==> config.mk <==
export PLATFORM = sky130hd
export DESIGN_NAME = sha256_msg_schedule
export DESIGN_NICKNAME = d
export VERILOG_FILES = /design/src/rtl/sha256_msg_schedule.sv
export SDC_FILE = /design/constraint.sdc
export NUM_CORES = 1
export LEC_CHECK = 0
export BUFFER_PORTS_ARGS = -buffer_cell sky130_fd_sc_hd__buf_2
export CORE_ASPECT_RATIO = 0.8
export CORE_MARGIN = 8
export CORE_UTILIZATION = 43
export CTS_BUF_LIST = sky130_fd_sc_hd__clkbuf_4
export CTS_CLUSTER_SIZE = 16
export DETAILED_ROUTE_END_ITERATION = 8
export PLACE_DENSITY_LB_ADDON = 0.1
export SYNTH_ARGS = -nofsm -noshare
export SYNTH_HDL_FRONTEND = slang
export SYNTH_SLANG_ARGS = --single-unit
==> constraint.sdc <==
create_clock -name axi_aclk -period 7.35 [get_ports axi_aclk]
set_input_delay 0.735 -clock axi_aclk [delete_from_list [all_inputs] [get_ports axi_aclk]]
set_output_delay 0.735 -clock axi_aclk [all_outputs]
set_load 0.01 [all_outputs]
==> src/rtl/sha256_msg_schedule.sv <==
// SHA-256 message schedule expander.
// Accepts one padded 512-bit block, then streams W0..W63 one word per beat
// using a 16-word sliding window. One block in flight at a time.
module sha256_msg_schedule #(
    parameter int P_S_AXIS_DATA_WIDTH = 512,
    parameter int P_M_AXIS_DATA_WIDTH = 32,
    parameter int ROUNDS              = 64
) (
    input  logic                           axi_aclk,
    input  logic                           reset,
    input  logic [P_S_AXIS_DATA_WIDTH-1:0] s_axis_tdata,
    input  logic                           s_axis_tvalid,
    output logic                           s_axis_tready,
    input  logic                           s_axis_tlast,
    output logic [P_M_AXIS_DATA_WIDTH-1:0] m_axis_tdata,
    output logic                           m_axis_tvalid,
    input  logic                           m_axis_tready,
    output logic                           m_axis_tlast,
    output logic [$clog2(ROUNDS):0]        m_axis_tuser
);

    localparam int WW = P_M_AXIS_DATA_WIDTH;
    localparam int NW = P_S_AXIS_DATA_WIDTH / P_M_AXIS_DATA_WIDTH;
    localparam int TW = $clog2(ROUNDS);
    localparam logic [TW-1:0] T_LAST = TW'(ROUNDS - 1);

    typedef enum logic {IDLE, RUN} state_t;

    state_t        state;
    logic [TW-1:0] t;
    logic          msg_last;
    logic [WW-1:0] w [0:NW-1];
    logic [WW-1:0] w_new;

    function automatic logic [WW-1:0] rotr(input logic [WW-1:0] x, input int n);
        return (x >> n) | (x << (WW - n));
    endfunction

    function automatic logic [WW-1:0] sig0(input logic [WW-1:0] x);
        return rotr(x, 7) ^ rotr(x, 18) ^ (x >> 3);
    endfunction

    function automatic logic [WW-1:0] sig1(input logic [WW-1:0] x);
        return rotr(x, 17) ^ rotr(x, 19) ^ (x >> 10);
    endfunction

    // Next schedule word from the window: W[t+16] in terms of w[0..15] = W[t..t+15].
    always_comb begin
        w_new = sig1(w[14]) + w[9] + sig0(w[1]) + w[0];
    end

    // Outputs come straight from state and window registers; reset masks them
    // so nothing looks valid/ready while reset is held.
    assign s_axis_tready = (state == IDLE) && !reset;
    assign m_axis_tvalid = (state == RUN) && !reset;
    assign m_axis_tlast  = (state == RUN) && (t == T_LAST) && !reset;
    assign m_axis_tdata  = reset ? '0 : w[0];
    assign m_axis_tuser  = {msg_last, t};

    // Control FSM plus window load/shift.
    always_ff @(posedge axi_aclk) begin
        if (reset) begin
            state    <= IDLE;
            t        <= '0;
            msg_last <= 1'b0;
            for (int i = 0; i < NW; i++) w[i] <= '0;
        end else begin
            case (state)
                IDLE: begin
                    if (s_axis_tvalid) begin
                        // First word sits in the MSBs of the block.
                        for (int i = 0; i < NW; i++)
                            w[i] <= s_axis_tdata[P_S_AXIS_DATA_WIDTH-1-WW*i -: WW];
                        msg_last <= s_axis_tlast;
                        t        <= '0;
                        state    <= RUN;
                    end
                end
                RUN: begin
                    if (m_axis_tready) begin
                        for (int i = 0; i < NW-1; i++) w[i] <= w[i+1];
                        w[NW-1] <= w_new;
                        if (t == T_LAST) begin
                            t     <= '0;
                            state <= IDLE;
                        end else begin
                            t <= t + 1'b1;
                        end
                    end
                end
                default: state <= IDLE;
            endcase
        end
    end

endmodule

==> impl_results.md <==
- Adder-cell share of the synthesized area: around 6.1%
- Family with the most delay on the worst path: adder cells
- Synthesized area per cell: about 11 µm²
- DRC violations left: 0
- Crit Path Class: reg -> reg
- Port buffer count: ~560
- Slowest cell on crit path: edfxtp_1
- Area delta synth->final: 22.3%
- CTS tree: built
- Upper clock frequency limit: roughly 210 MHz
- Vias per cell: about 5.3
- Vias in the first global route: between 20,000 and 25,000
- RSZ-0062 raised after global routing: false
- Worst slew pin tran: around 1200 ps
- Uppermost routed layer: met5
- Max clock buf depth: 3
- Final non-filler cell total: approximately 4,000
- Num ports: approximately 560
- Metal-1 WL: 40.5 mm
- Fraction of the cycle the final worst path needs: between 60% and 70%
- H-tree levels: 4
- Leakage power: approximately 14 nW
- Fin. Hold Viols: 0
- Setup ws final: ~2700 ps
- Mapped Cells: approximately 2,400
- Clock Latency Late Sink: 930 ps
- Run status: finished, final reports clean
- Cts bufs inserted: 140
- Async SR Flop Fraction: 0%
- YS warnings: 0
- CP Data Required Time: 7990 ps
- First-pass GRT wire length: 137 mm
- CTS resizes: 0
- Critical Path Fanout Max: 4
- Compound-Gate Fraction of Synth Area: roughly 15%
- Initial antenna violation count: 12
- Clk root buf: clkbuf_4
- Post-cts hold buffer count: 78
- Fin Hold WS: approximately 120 ps
- Sequential area share after synthesis: about three fifths
- Max Cap Viol: 0
- Placed Cells: around 3,700
- Largest family of logic cells by synthesized area: compound AO/OA/AOI/OAI gates
- CP Launch Type: register
- Final Cell Area: 32,700 µm²
- Die Footprint: ~70,000 µm²
- Critical path arrival: ~5300 ps
- Yosys reg bits: 520
- Buf/Inv on CP: 3
- Core Area: between 60,000 and 70,000 µm²
- Part of the power in combinational logic: between 30% and 40%
- Initial Utilization: approximately 44%
- Peak supply drop: roughly 0.00023 V
- DR WL met3: 9.47 mm
- DR iter-0 viols: between 2,000 and 2,500
- Synth cell types: approximately 60
- Worst path max stage delay: between 400 and 500 ps
- HPWL after detailed placement: 72.0 mm
- Sw Ratio: between 30% and 40%
- Pre-antenna DRT Iters: 7
- Fin Setup TNS: 0 ps
- Sw power: 4.12 mW
- # rows: 81
- Hold Path Class: in -> reg
- Slew HR: a little over a fifth
- Power per Cell Area: 335 nW/µm²
- Synth Area in Simple Gates: a little over a tenth
- Clock transition at path regs: 60 ps
- Via count: between 20,000 and 25,000
- Nets@finish: 3,654
- Post-synthesis mux area share: less than 1%
- Routed Antenna Nets: 0
- Global route total overflow: 0
- Synthesized area: 26,700 µm²
- Clock Sink Count: 520
- Postcts setup bufs: 0
- Die X: slightly below 300 µm
- Int Power: between 6 and 7 mW
- Vert. Die Dim: 239 µm
- Fill cell total of the finished layout: about 5,700
- CP endpoint kind: register
- GRT Overall Usage: between 20% and 30%
- Critical Path, Cell by Cell: xnor2_1, xnor2_1, fa_1, inv_1, fa_1, inv_1, ha_1, inv_1, fa_1, and2b_1, o2111ai_2, a21oi_2, a311oi_2, o31a_1, o31ai_2, xnor2_1, o21ai_1
- Pre-CTS WS: around 2700 ps
- Post-placement cell area: about 30,000 µm²
- Clock group share of total power: between 20% and 30%
- Largest net degree at the start of global routing: 222
- Post-synth top flop: edfxtp_1
- Synth Area in XOR/XNOR: approximately 4.8%
- Commonest non-fill, non-tap cells in the layout: 631 x nand2_1, 558 x buf_2, 512 x edfxtp_1
- Sequential power share: ~36%
- Net Count, Synth: about 3,000
- # setup viols final: 0
- Clk_skew: approximately 68 ps
- Post-detailed-route wirelength per cell: 24.4 µm
- Post-synth EDFFs: 512
- Commonest non-fill, non-tap cell in the layout: nand2_1
- Gpl congestion: ~0.96
- Max-slew violations: 0
- Routed met2 length: around 45 mm
- Final min period: about 4700 ps
- Share of cells above drive strength 1: between 20% and 30%
- Routed WL: approximately 97 mm
## synthesized netlist by cell type (4+ instances only)
| master | n | area (µm²) |
|---|---|---|
| xor2_1 | 25 | 219 |
| and2_1 | 6 | 37.5 |
| nor2_1 | 14 | 52.6 |
| dfxtp_1 | 8 | 160 |
| inv_1 | 145 | 544 |
| nand3_1 | 6 | 30.0 |
| and3_1 | 5 | 31.3 |
| nand2_1 | 635 | 2380 |
| edfxtp_1 | 512 | 15400 |
| xnor2_1 | 122 | 1070 |
| a22o_1 | 196 | 1720 |
| buf_1 | 5 | 18.8 |
| nor2b_1 | 35 | 219 |
| clkbuf_1 | 103 | 387 |
| a31oi_1 | 10 | 62.6 |
| buf_2 | 53 | 265 |
| o21ai_0 | 31 | 155 |
| a21o_1 | 17 | 128 |
| nor3_1 | 4 | 20.0 |
| o21bai_1 | 5 | 37.5 |
| ha_1 | 32 | 400 |
| fa_1 | 62 | 1240 |
| nand4_1 | 6 | 37.5 |
| o21ai_1 | 12 | 60.1 |
| a21oi_1 | 314 | 1570 |
## power by group through the flow
stage                     Clock, mW  Sequential (mW)  Combinational, mW
after floorplan                   0             3.92               3.01
after global routing           2.87             3.99               4.75
after CTS                      2.72             3.96               4.31
after detailed placement          0             4.02               4.24
after global placement            0             4.01               4.22
final                          2.65             3.97               4.32
## per-layer routing
layer | vias up | global-route usage (%)
met4 | 8 | 8.84
li1 | 9808 | -
met3 | 132 | 8.86
met5 | - | 0
met2 | 963 | 40.7
met1 | 10295 | 35.4
## area by class of cell
class	instances	area (µm²)	share of cell area (%)
Tap cell	830	1040	3.18
Multi-Input combinational cell	1585	9990	30.6
Timing Repair Buffer	651	3790	11.6
Clock buffer	202	1520	4.64
Inverter	145	544	1.67
Clock inverter	26	246	0.754
Sequential cell	520	15500	47.5
Antenna cell	5	12.5	0.0383
## state kept, by name, indices dropped and copies added (netlist names)
name / cells
w: 512
t: 6
msg_last: 1
state: 1
## kinds of logic (layout without fill, tap and decap cells)
group,after synthesis,after routing
flops,520,520
mux,1,1
simple gates,724,724
compound gates,619,619
fa+ha+maj,94,94
other cells,0,5
xor+xnor,147,147
buf+inv,309,1024
## final timing paths
path	start	endpoint	slack (ps)	cells past startpoint
worst max-delay path	w[0][468]$_DFFE_PP_	w[0][505]$_DFFE_PP_	2650	17
worst min-delay path	s_axis_tdata[14]	w[0][494]$_DFFE_PP_	120	3
worst max register to register	w[0][468]$_DFFE_PP_	w[0][505]$_DFFE_PP_	2650	17
worst min register to register	msg_last$_SDFFE_PP0P_	msg_last$_SDFFE_PP0P_	500	2
## worst reg2reg max path: stages (launching register included)
cell       delay (ps)
edfxtp_1          480
xnor2_1           320
xnor2_1           200
fa_1              460
inv_1              80
fa_1              400
inv_1              70
ha_1              190
inv_1              80
fa_1              450
and2b_1           250
o2111ai_2         240
a21oi_2           230
a311oi_2           90
o31a_1            410
o31ai_2           260
xnor2_1           160
o21ai_1            80
## through the flow
stage | utilization (%) | power [mW]
floorplan | - | 6.93
global placement | 49.1 | 8.24
detailed placement | 49.1 | 8.26
CTS | 53.3 | 11.0
global route | 53.3 | 11.6
finish | 53.3 | 10.9
Note: power is estimated with default switching activity, not from simulation.
